--- config.mk ---
export PLATFORM = sky130hd
export DESIGN_NAME = oam_dma_arbiter
export DESIGN_NICKNAME = d
export VERILOG_FILES = /design/src/rtl/oam_dma_arbiter.sv
export SDC_FILE = /design/constraint.sdc
export NUM_CORES = 1
export LEC_CHECK = 0
export ABC_AREA = 0
export CAP_MARGIN = 10
export CORE_AREA = 2 2 69 71
export DETAILED_ROUTE_END_ITERATION = 6
export DIE_AREA = 0 0 71 73
export GPL_TIMING_DRIVEN = 0
export PLACE_DENSITY = 0.8
export REMOVE_ABC_BUFFERS = 1
export SYNTH_ARGS = -nofsm -noshare
export SYNTH_HDL_FRONTEND = slang
export SYNTH_SLANG_ARGS = --single-unit
--- constraint.sdc ---
create_clock -name clk -period 2.88 [get_ports clk]
set_clock_uncertainty 0.05 [all_clocks]
set_input_delay 0.288 -clock clk [delete_from_list [all_inputs] [get_ports clk]]
set_output_delay 0.288 -clock clk [all_outputs]
set_load 0.005 [all_outputs]
--- src/rtl/oam_dma_arbiter.sv ---
// OAM DMA engine and shared-bus arbiter.
// A CPU write to the DMA register starts a copy of DMA_LEN bytes from
// {src_hi,8'h00} to FE00. Each byte takes BYTE_CYCLES clocks: read, latch,
// write, idle. While the copy runs, the CPU may use the bus only for HRAM,
// and only in the phases where the DMA is not driving it.
module oam_dma_arbiter #(
   parameter int unsigned DMA_LEN      = 160,
   parameter int unsigned BYTE_CYCLES  = 4,
   parameter logic [15:0] DMA_REG_ADDR = 16'hFF46,
   parameter logic [15:0] HRAM_LO      = 16'hFF80,
   parameter logic [15:0] HRAM_HI      = 16'hFFFE
) (
   input  logic        clk,
   input  logic        reset,
   input  logic [15:0] cpu_addr,
   input  logic [7:0]  cpu_wdata,
   input  logic        cpu_read,
   input  logic        cpu_write,
   output logic [7:0]  cpu_rdata,
   output logic        cpu_wait,
   output logic [15:0] mem_addr,
   output logic [7:0]  mem_wdata,
   output logic        mem_read,
   output logic        mem_write,
   input  logic [7:0]  mem_rdata,
   output logic        dma_active
);

   localparam int unsigned   IW       = (DMA_LEN > 1) ? $clog2(DMA_LEN) : 1;
   localparam logic [1:0]    PH_LAST  = 2'(BYTE_CYCLES - 1);
   localparam logic [IW-1:0] IDX_LAST = IW'(DMA_LEN - 1);
   localparam logic [15:0]   OAM_BASE = 16'hFE00;

   typedef enum logic [1:0] {
      ST_IDLE  = 2'd0,
      ST_START = 2'd1,
      ST_XFER  = 2'd2
   } state_e;

   state_e        state_q, state_d;
   logic [1:0]    phase_q, phase_d;
   logic [IW-1:0] idx_q, idx_d;
   logic [7:0]    src_hi_q, src_hi_d;
   logic [7:0]    data_q, data_d;

   // CPU address decode shared by the next-state and output logic.
   logic reg_hit, reg_wr, reg_rd, hram_hit;
   assign reg_hit  = (cpu_addr == DMA_REG_ADDR);
   assign reg_wr   = cpu_write && reg_hit;
   assign reg_rd   = cpu_read && reg_hit;
   assign hram_hit = (cpu_addr >= HRAM_LO) && (cpu_addr <= HRAM_HI);

   // State register: all sequential state, cleared asynchronously.
   // NOTE: non-blocking assignments here so every flop samples pre-edge values.
   always_ff @(posedge clk or negedge reset) begin
      if (!reset) begin
         state_q  <= ST_IDLE;
         phase_q  <= 2'd0;
         idx_q    <= '0;
         src_hi_q <= 8'hFF;
         data_q   <= 8'h00;
      end else begin
         state_q  <= state_d;
         phase_q  <= phase_d;
         idx_q    <= idx_d;
         src_hi_q <= src_hi_d;
         data_q   <= data_d;
      end
   end

   // Next state: START delay count, per-byte phase/index walk, register restart.
   always_comb begin
      // NOTE: every target gets a hold default first, so no path infers a latch.
      state_d  = state_q;
      phase_d  = phase_q;
      idx_d    = idx_q;
      src_hi_d = src_hi_q;
      data_d   = data_q;

      case (state_q)
         ST_IDLE: ;
         ST_START: begin
            if (phase_q == PH_LAST) begin
               state_d = ST_XFER;
               phase_d = 2'd0;
            end else begin
               phase_d = phase_q + 2'd1;
            end
         end
         ST_XFER: begin
            // Byte read in phase 0 is valid on the bus one cycle later.
            if (phase_q == 2'd1) begin
               data_d = mem_rdata;
            end
            if (phase_q == PH_LAST) begin
               phase_d = 2'd0;
               if (idx_q == IDX_LAST) begin
                  state_d = ST_IDLE;
                  idx_d   = '0;
               end else begin
                  idx_d = idx_q + 1'b1;
               end
            end else begin
               phase_d = phase_q + 2'd1;
            end
         end
         default: state_d = ST_IDLE;
      endcase

      // A register write restarts from any state and discards the byte in flight.
      if (reg_wr) begin
         src_hi_d = cpu_wdata;
         state_d  = ST_START;
         phase_d  = 2'd0;
         idx_d    = '0;
      end
   end

   // Outputs: CPU routing, DMA bus cycles, and forced-quiet bus during reset.
   logic xfer, bus_busy;
   assign xfer     = (state_q == ST_XFER);
   assign bus_busy = xfer && ((phase_q == 2'd0) || (phase_q == 2'd2));

   always_comb begin
      cpu_rdata  = 8'h00;
      cpu_wait   = 1'b0;
      mem_addr   = 16'h0000;
      mem_wdata  = 8'h00;
      mem_read   = 1'b0;
      mem_write  = 1'b0;
      dma_active = (state_q != ST_IDLE);

      if (reset) begin
         if (reg_hit && (cpu_read || cpu_write)) begin
            // Register access is local and never reaches the shared bus.
            cpu_rdata = reg_rd ? src_hi_q : 8'h00;
         end else if (!xfer || (hram_hit && !bus_busy)) begin
            mem_addr  = cpu_addr;
            mem_wdata = cpu_wdata;
            mem_read  = cpu_read;
            mem_write = cpu_write;
            cpu_rdata = mem_rdata;
         end else if (hram_hit) begin
            cpu_wait = cpu_read || cpu_write;
         end else begin
            // Non-HRAM traffic during a copy: reads see open bus, writes vanish.
            cpu_rdata = 8'hFF;
         end

         // The CPU never owns the bus in phases 0/2, so these cannot collide.
         if (xfer && !reg_wr) begin
            if (phase_q == 2'd0) begin
               mem_addr = {src_hi_q, 8'h00} + 16'(idx_q);
               mem_read = 1'b1;
            end else if (phase_q == 2'd2) begin
               mem_addr  = OAM_BASE + 16'(idx_q);
               mem_wdata = data_q;
               mem_write = 1'b1;
            end
         end
      end else begin
         dma_active = 1'b0;
      end
   end

endmodule
# --- Word level (Yosys, flattened, before mapping) ---
# Index checks and enable logic that the tools add are counted.
word_totals:
  register_bits: 28
  latchBits: 0
  ram_bits: 0
  mem_bits_ro: 0
  in_bits: 36
  out_inout_bits: 36
  word_cells: 90
  n_memories: 0
op_classes:
  n_addsub: 4
  n_mul: 0
  div_mod_pow: 0
  order_cmp: 2
  n_eq_ne: 11
  shifts: 0
  n_mux: 45
  bitwise: 0
  reduce_logical: 23
ops:
  columns: ["op", "n"]
  rows:
  - ["$mux 8", 15]
  - ["$mux 16", 6]
  - ["$add 16x8->16", 1]
  - ["$eq 16x16->1 const B", 1]
  - ["$ge 16x16->1 const B", 1]
  - ["$le 16x16->1 const B", 1]
  - ["$mux 1", 16]
  - ["$mux 2", 7]
  - ["$add 10x9->11 const A", 1]
  - ["$add 8x1->8 const B", 1]
  - ["$eq 8x8->1 const B", 1]
  - ["$reduce_bool 2->1", 4]
  - ["$logic_and 1x1->1", 7]
  - ["$eq 2x2->1 const B", 3]
  - ["$ne 3x2->1 const B", 2]
  - ["$pmux 2 s3", 1]
  - ["$eq 2x1->1 const B", 2]
  - ["$logic_not 2->1", 2]
  - ["$reduce_and 2->1", 2]
  - ["$reduce_and 4->1", 1]
  - ["$logic_not 1->1", 3]
  - ["$logic_or 1x1->1", 3]
  - ["$ne 3x3->1 const B", 1]
  - ["$add 2x1->2 const B", 1]
  - ["2 further kinds", 2]

# --- Logic depth before layout (Yosys ltp) ---
# Gate-level depths: netlist (run 1).
depth:
  depth_word: 12
  ltp_mapped: 8
  mapped_depth_nobuf: 7

# --- Least setup slack after synthesis (run 1) ---
# No wires, ideal clock.
synth_path:
  kind: "input port to output port"
  startpoint: "input cpu_addr[0]"
  endpoint: "output mem_addr[1]"
  arrival_time_ns: 2.204
  slack_ns: 0.338
  stages: 8
  path_buffers: 3
  cell_sequence: "or4b_1 or4_1 buf_2 or2_1 buf_6 and3_4 buf_6 a22o_1"
synth_via:
  elab_chain_cells: 10
  word_cells_on_any_way: 16
  cone_classes: "order compare (2); eq/ne (1); mux (6); reduce/logical (7)"
synth_lines:
  columns: ["element", "line_no", "text"]
  rows:
  - ["start, declared", "15", "input logic [15:0] cpu_addr,"]
  - ["$ge 16x16->1 or $le 16x16->1 (tied branches)", "51", "assign hram_hit = (cpu_addr >= HRAM_LO) && (cpu_addr <= HRAM_HI);"]
  - ["$logic_and 1x1->1", "51", null]
  - ["$logic_and 1x1->1", "137", "end else if (!xfer || (hram_hit && !bus_busy)) begin"]
  - ["$logic_or 1x1->1", "137", null]
  - ["$mux 16", "137", null]
  - ["$mux 16", "134", "if (reg_hit && (cpu_read || cpu_write)) begin"]
  - ["$mux 16", "155", "end else if (phase_q == 2'd2) begin"]
  - ["$mux 16", "152", "if (phase_q == 2'd0) begin"]
  - ["$mux 16 *", "151", "if (xfer && !reg_wr) begin"]
  - ["$mux 16 *", "133", "if (reset) begin"]
  - ["end, declared", "21", "output logic [15:0] mem_addr,"]
# Mark *: on every way between the ends. The rest lies on a longest branch, timed or not.

# --- Worst setup path in the final report (run 1) ---
layout_path:
  startpoint: "input cpu_addr[6]"
  endpoint: "output cpu_rdata[1]"
layout_via:
  elab_chain_cells: 7
  word_cells_on_any_way: 13
  cone_classes: "order compare (2); eq/ne (1); mux (5); reduce/logical (5)"
layout_lines:
  columns: ["element", "line_no", "text"]
  rows:
  - ["$ge 16x16->1 or $le 16x16->1 (tied branches)", "51", null]
  - ["$logic_and 1x1->1", "51", null]
  - ["$logic_and 1x1->1", "137", null]
  - ["$logic_or 1x1->1", "137", null]
  - ["$mux 8", "137", null]
  - ["$mux 8 *", "134", null]
  - ["$mux 8 *", "133", null]
  - ["end, declared", "19", "output logic [7:0] cpu_rdata,"]
# Marked as above.

==> metrics, run 1 <==
status=finished clean; Synth area leaders=dfrtp_1 (26%), dfstp_2 (11%), nand2_1 (8.6%); first-pass GRT wire length=10.15 mm; min Tclk post-route=2876 ps; Post-Layout Cell Count=379; worst path arrival time=2540 ps; fin. max-slew vios=0; sequential fraction of the synthesis area=36.36%; Tcrit/Tclk final=99.87%; Final Wtd Congestion=0.8995; Worst VDD drop=0.3223 mV; crit-path most repeated cell=buf_4; row count=25; number of placed I/O pins=72; total power=0.8811 mW; clock share of power=36.2%; crit path launch type=primary input; CTS sink cnt=28; Max FO, Critical Path=7; Fmax achieved=347.7 MHz; final wirelength=6.540 mm; switching share of power=23.28%; die area=5183 µm²; dpl cells=353; gr usage total=24.60%; CTS H-Tree Depth=1; Required @ worst endpoint=2540 ps; Synth async-reset ratio=100.0%; critical path type=primary input to primary output; count leader, synth=nand2_1; grt ovf=0; initial antenna violation count=0; synth cell count leaders=nand2_1 (45), a21oi_1 (23), dfrtp_1 (20); Vias/cell=5.863; Internal=0.6760 mW; RSZ-0062 raised after global routing=yes; number of routed nets with antenna violations=0; crit path cell chain=clkdlybuf4s50_1 > nand4bb_1 > or4_4 > or2_4 > buf_4 > o21a_4 > buf_4 > a211oi_2 > buf_2; Cell variety after synth=41; Final Hold Fails=0; PwrDens=293.2 nW/µm²; Initial Utilization=43.09%; Psw=0.2051 mW; Mapped Cells=238; Critical Path End Type=primary output; relative slew slack=34.78%; die width=71 µm; Root Buffer=clkbuf_8; post-synth top area share=25.61%; combinational share of power=18.0%; routed vias=2222; DRC=0; synth-to-layout area growth=53.78%; antenna fix cells=0; Yosys top cell by area=dfrtp_1; dominant synthesized flop cell=dfrtp_1; FF+latch count, synth=28; HP Class=primary input to async pin; Leakage=1.497 nW; IO buf count=71; worst-skew pair later-pin latency=280 ps; Seq pwr share=45.8%; wire per inst=17.26 µm; CTS tree=yes; clock-pin slew on the worst setup and hold paths=110 ps; Mean Syn Cell Area=8.212 µm²; worst reg2reg path depth=6; vias in the first global route=2229; clock buffer depth=2; mapped cell area=1954 µm²; setup violators final=0; Die Span Y=73 µm; DP Wirelength=4.179 mm; Finished Core Util=66.26%; MaxCap Viol Count=0; Final TNS setup=0 ps; largest net degree at the start of global routing=24; # nets final=370; Critical Path Max Stage Delay=540 ps; drt pass-1 iters=4; fraction of layout cells with a size suffix above 1=27.69%; Synth Warn #=0; Num CTS Buffers=3; Post-synth EDFFs=0; Initial DRC Count=254; core area=4536 µm²; worst-margin pin slew=975.1 ps; slowest cell on the critical path=or4_4
-- metal layers --
layer / GRT usage (%) / vias to the layer above / share of wire [%] / wire [µm]
met3: 3.591 / 8 / 7.4 / 487
met5: 0 / - / 0 / 0
met2: 42.47 / 109 / 51 / 3313
met1: 32.06 / 1069 / 40 / 2648
li1: - / 1036 / - / -
met4: 7.547 / 0 / 1.4 / 91
-- critical path: cells and delay by family --
family	cells	cell delay [ps]
compound gates	2	330
buf+inv	4	970
simple gates	3	960
-- layout make-up --
class / instances / area, µm²
Timing Repair Buffer: 92 / 823.3
Sequential cell: 28 / 711.9
Inverter: 10 / 37.54
Clock buffer: 3 / 41.29
Fill cell: 355 / 1530
Clock inverter: 1 / 30.03
Multi-Input combinational cell: 191 / 1294
Tap cell: 54 / 67.56
-- logic make-up after synthesis --
kind of cell / Yosys count / share of synthesized area [%]
simple gates: 103 / 25.03
compound gates: 65 / 21.64
flops: 28 / 36.36
buf+inv: 21 / 4.865
mux: 10 / 5.634
fa+ha+maj: 8 / 5.122
xor+xnor: 3 / 1.345
-- what timing repair did --
| item | 4_1_cts | 5_1_grt |
|---|---|---|
| hold endpoints to repair | 20 | 0 |
| resized for setup | 76 | 57 |
| setup endpoints to repair | 35 | 31 |
| gates cloned | 2 | 0 |
| hold buffers | 1 | 0 |
| pin swaps | 6 | 12 |
| buffers inserted | 14 | 5 |
-- cell usage in the layout (no fill, tap or decap), drive strengths merged, types with 3 or more instances in the layout --
master | Yosys | routed
dlymetal6s2s | 0 | 17
nor2 | 18 | 19
dlygate4sd2 | 0 | 10
clkbuf | 8 | 13
and3 | 3 | 4
o21ai | 12 | 12
a21oi | 23 | 23
a22o | 16 | 16
nor4 | 3 | 3
clkdlybuf4s15 | 0 | 4
nand2 | 45 | 45
dfrtp | 20 | 20
buf | 3 | 28
a211oi | 7 | 7
clkdlybuf4s50 | 0 | 22
nor3 | 5 | 5
nand4 | 5 | 5
inv | 10 | 10
dfstp | 8 | 8
nand3 | 11 | 11
mux2 | 8 | 8
ha | 8 | 8
-- flip-flops by register name (all words and copies together), names as in the netlist --
register,cells
phase_q,2
src_hi_q,8
data_q,8
state_q,2
idx_q,8
-- metrics by stage --
stage / hold slack [ps] / setup WS (ps) / cell area (µm²)
6_report: 33.36 / 3.693 / 3005
2_1_floorplan: -57.59 / -59.80 / 1897
5_1_grt: 45.97 / -39.86 / 3005
4_1_cts: 46.39 / -124.3 / 2915
3_5_place_dp: 371.1 / -1160 / 2678
3_3_place_gp: 400.1 / -2122 / 2675
-- worst paths after layout --
path                                          from                      end  slack, ps
max                                    cpu_addr[6]             cpu_rdata[1]          4
min                                          reset  src_hi_q[4]$_DFFE_PN1P_         30
max reg2reg                   idx_q[0]$_DFFE_PN0P_   state_q[1]$_DFFE_PN0P_        520
min reg2reg                src_hi_q[2]$_DFFE_PN1P_  src_hi_q[2]$_DFFE_PN1P_        430
max in group asynchronous                    reset   phase_q[0]$_DFFE_PN0P_       1270
min in group clk           src_hi_q[2]$_DFFE_PN1P_  src_hi_q[2]$_DFFE_PN1P_        430
-- power groups by stage --
stage	sequential [mW]	clock [mW]	combinational (mW)
6_report	0.404	0.319	0.159
5_1_grt	0.405	0.336	0.171
4_1_cts	0.403	0.317	0.164
3_5_place_dp	0.411	0	0.170
3_3_place_gp	0.410	0	0.170
2_1_floorplan	0.410	0	0.0476
(Power assumes the default switching activity.)
==> inputs of run 2 (changes only) <==
--- a/config.mk
+++ b/config.mk
@@ -13,6 +13,7 @@
 export GPL_TIMING_DRIVEN = 0
 export PLACE_DENSITY = 0.8
 export REMOVE_ABC_BUFFERS = 1
+export SKIP_LAST_GASP = 1
 export SYNTH_ARGS = -nofsm -noshare
 export SYNTH_HDL_FRONTEND = slang
 export SYNTH_SLANG_ARGS = --single-unit
==> metrics, run 2 (synthesis gave the netlist of run 1 again) <==
largest net degree at the start of global routing=24; gr usage total=24.42%; die area=5183 µm²; total power=0.8857 mW; grt ovf=0; antenna fix cells=0; Initial DRC Count=208; Vias/cell=5.939; fin. max-slew vios=0; critical path type=primary input to primary output; first-pass GRT wire length=10.09 mm; row count=25; vias in the first global route=2195; initial antenna violation count=0; wire per inst=17.02 µm; HP Class=primary input to async pin; violated checks=negative setup slack; Critical Path End Type=primary output; Root Buffer=clkbuf_8; largest registers=data_q (8), idx_q (8), src_hi_q (8); worst-margin pin slew=967.3 ps; Die Span Y=73 µm; number of routed nets with antenna violations=0; design area=2940 µm²; DRC=0; CTS tree=yes; PwrDens=301.2 nW/µm²; DP Wirelength=4.179 mm; core area=4536 µm²; worst path arrival time=2670 ps; dpl cells=353; Initial Utilization=43.09%; Max FO, Critical Path=5; most frequent cells in the layout=nand2_1 (44), clkdlybuf4s50_1 (31), a21oi_1 (20), dfrtp_1 (20); final wirelength=6.417 mm; Tcrit/Tclk final=104.4%; Final Hold Fails=0; most common cell after layout, fill and taps aside=nand2_1; min Tclk post-route=3008 ps; dpl ws=-1160 ps; drt pass-1 iters=5; clock-pin slew on the worst setup and hold paths=110 ps; IO buf count=71; placed cell area=2678 µm²; status=finished with violations; Post-Layout Cell Count=377; crit path launch type=primary input; Num CTS Buffers=3; Leakage=1.409 nW; worst-skew pair later-pin latency=290 ps; number of placed I/O pins=72; Worst VDD drop=0.3290 mV; post-layout worst setup margin=-127.6 ps; relative slew slack=35.30%; # nets final=368; Final Wtd Congestion=0.8995; die width=71 µm; routed vias=2239; synth-to-layout area growth=50.45%; setup violators final=6; RSZ-0062 raised after global routing=yes; Fmax achieved=332.5 MHz; Required @ worst endpoint=2540 ps; clock buffer depth=2; CTS H-Tree Depth=1; MaxCap Viol Count=0; fraction of layout cells with a size suffix above 1=25.39%; CTS sink cnt=28
==> run 2: final timing paths <==
check / startpoint / endpoint / slack, ps / cells past startpoint
max: cpu_addr[5] / mem_wdata[7] / -130 / 7
min in group clk: src_hi_q[0]$_DFFE_PN1P_ / src_hi_q[0]$_DFFE_PN1P_ / 430 / 2
min: reset / src_hi_q[0]$_DFFE_PN1P_ / 30 / 1
min reg2reg: src_hi_q[0]$_DFFE_PN1P_ / src_hi_q[0]$_DFFE_PN1P_ / 430 / 2
max in group asynchronous: reset / idx_q[7]$_DFFE_PN0P_ / 1340 / 2
max reg2reg: idx_q[0]$_DFFE_PN0P_ / state_q[1]$_DFFE_PN0P_ / 560 / 6
==> run 2: layout make-up <==
cell class / instances / area (µm²)
fillers: 370 / 1595
multi-input cells: 191 / 1270
repair buffers: 90 / 783.3
flip-flops and latches: 28 / 710.7
well taps: 54 / 67.56
clock buffers: 3 / 41.29
inverters: 10 / 37.54
clock inverters: 1 / 30.03
==> run 2: what timing repair did <==
action / CTS / global route
endpoints found under the setup margin: 35 / 34
hold endpoints to repair: 20 / 0
resized for setup: 59 / 54
pin swaps: 6 / 7
setup buffers: 14 / 3
hold buffers: 1 / 0
cloned: 2 / 0
==> run 2: metrics by stage <==
step | util (%) | TNS (ps) | hold slack, ps
floorplan | - | -561.5 | -57.59
global placement | 58.98 | -53460 | 400.1
detailed placement | 59.03 | -30930 | 371.1
CTS | 63.94 | -744.5 | 46.39
global route | 64.83 | -725.1 | 43.06
finish | 64.83 | -353.4 | 33.07
==> run 2: power breakdown <==
group / internal [mW] / switching, mW
clock: 0.187 / 0.133
sequential: 0.400 / 0.00384
combinational: 0.0933 / 0.0689
==> run 2: routing by layer <==
layer / part of all wire (%) / global-route usage (%)
met1: 41 / 31.88
met2: 48 / 42.06
met3: 8.5 / 4.006
met4: 2.0 / 6.918
met5: 0 / 0
==> run 2: critical path, cell delays in order <==
cell	delay, ps
clkdlybuf4s15_2	190
or4b_1	510
or4_4	550
or2_4	280
and3_4	210
a22o_1	190
clkdlybuf4s50_1	440
==> inputs of run 3 (changes only) <==
--- a/config.mk
+++ b/config.mk
@@ -11,6 +11,7 @@
 export DETAILED_ROUTE_END_ITERATION = 6
 export DIE_AREA = 0 0 71 73
 export GPL_TIMING_DRIVEN = 0
+export HOLD_SLACK_MARGIN = 0.08
 export PLACE_DENSITY = 0.8
 export REMOVE_ABC_BUFFERS = 1
 export SKIP_LAST_GASP = 1
==> metrics, run 3 (synthesis gave the netlist of run 1 again) <==
status=finished with violations; violated checks=negative setup slack; largest registers=data_q (8), idx_q (8), src_hi_q (8); Psw=0.2037 mW; worst-margin pin slew=975.4 ps; largest net degree at the start of global routing=21; DP Wirelength=4.179 mm; switching share of power=23.03%; number of routed nets with antenna violations=0; crit path launch type=primary input; antenna fix cells=0; placed cell area=2678 µm²; die area=5183 µm²; row count=25; Num CTS Buffers=3; Final Hold Fails=0; critical path type=primary input to primary output; Final TNS setup=-363.6 ps; Max FO, Critical Path=5; Seq pwr share=45.6%; Initial Utilization=43.09%; HP Class=register to register; MaxCap Viol Count=0; min Tclk post-route=3005 ps; CTS H-Tree Depth=1; Leakage=1.399 nW; most common cell after layout, fill and taps aside=nand2_1; worst path arrival time=2670 ps; clock share of power=35.8%; Die Span Y=73 µm; design area=2948 µm²; wire per inst=17.05 µm; Initial DRC Count=231; drt pass-1 iters=5; most frequent cells in the layout=nand2_1 (44), clkdlybuf4s50_1 (32), a21oi_1 (20), dfrtp_1 (20); routed vias=2244; Tcrit/Tclk final=104.4%; initial antenna violation count=0; setup violators final=7; final wirelength=6.445 mm; Critical Path End Type=primary output; Root Buffer=clkbuf_8; PwrDens=300.0 nW/µm²; die width=71 µm; IO buf count=71; RSZ-0062 raised after global routing=yes; Worst VDD drop=0.3245 mV; vias in the first global route=2214; clock buffer depth=2; grt ovf=0; # nets final=369; Vias/cell=5.937; clock-pin slew on the worst setup and hold paths=110 ps; CTS sink cnt=28; relative slew slack=34.76%; Fmax achieved=332.7 MHz; Final Wtd Congestion=0.8995; DRC=0; fraction of layout cells with a size suffix above 1=25.31%; worst-skew pair later-pin latency=280 ps; first-pass GRT wire length=10.24 mm; post-layout worst setup margin=-125.4 ps; number of placed I/O pins=72; combinational share of power=18.5%; CTS tree=yes; Internal=0.6808 mW; Required @ worst endpoint=2540 ps; synth-to-layout area growth=50.83%; fin. max-slew vios=0; gr usage total=24.86%; core area=4536 µm²
run 3: metrics by stage:
| stage | power [mW] | worst slack, ps | std cells | hold WS, ps | util, % |
|---|---|---|---|---|---|
| 6_report | 0.8845 | -125.4 | 378 | 423.5 | 64.99 |
| 5_1_grt | 0.9194 | -170.3 | 378 | 446.8 | 64.99 |
| 4_1_cts | 0.8851 | -124.3 | 375 | 420.8 | 64.17 |
| 3_3_place_gp | 0.5800 | -2122 | 352 | 400.1 | 58.98 |
| 2_1_floorplan | 0.4574 | -59.80 | 227 | -57.59 | - |
| 3_5_place_dp | 0.5803 | -1160 | 353 | 371.1 | 59.03 |
run 3: what timing repair did:
| action | 4_1_cts | 5_1_grt |
|---|---|---|
| setup buffers | 14 | 3 |
| hold endpoints to repair | 20 | 0 |
| gates resized for setup | 59 | 53 |
| hold buffers | 2 | 0 |
| pin swaps | 6 | 5 |
| setup endpoints to repair | 35 | 34 |
| cloned | 2 | 0 |
run 3: final timing paths:
kind	from	slack (ps)	endpoint	depth (start not counted)
max	cpu_addr[5]	-130	mem_wdata[7]	7
min	src_hi_q[0]$_DFFE_PN1P_	420	src_hi_q[0]$_DFFE_PN1P_	2
max reg2reg	idx_q[0]$_DFFE_PN0P_	590	state_q[1]$_DFFE_PN0P_	6
min reg2reg	src_hi_q[0]$_DFFE_PN1P_	420	src_hi_q[0]$_DFFE_PN1P_	2
max in group asynchronous	reset	1400	idx_q[7]$_DFFE_PN0P_	2
min in group asynchronous	reset	780	data_q[4]$_DFFE_PN0P_	2
run 3: area by class of cell:
cell class	count	area, µm²
Inverter	10	37.54
Clock buffer	3	41.29
Clock inverter	1	30.03
Sequential cell	28	710.7
Fill cell	372	1588
Tap cell	54	67.56
Timing Repair Buffer	91	790.8
Multi-Input combinational cell	191	1270
run 3: power groups by stage:
stage | logic [mW] | clock network [mW] | registers, mW
5_1_grt | 0.177 | 0.338 | 0.405
4_1_cts | 0.165 | 0.317 | 0.403
6_report | 0.164 | 0.317 | 0.404
3_5_place_dp | 0.170 | 0 | 0.411
3_3_place_gp | 0.170 | 0 | 0.410
2_1_floorplan | 0.0476 | 0 | 0.410
run 3: routing by layer:
layer	global-route usage [%]	up-vias	share of wire, %
li1	-	1032	-
met1	32.93	1069	42
met2	42.06	125	49
met3	4.282	18	8.0
met4	7.128	0	1.7
met5	0	-	0
run 3: critical path, cell delays in order:
cell             delay, ps
clkdlybuf4s15_2        190
or4b_1                 510
or4_4                  550
or2_4                  280
and3_4                 210
a22o_1                 190
clkdlybuf4s50_1        450
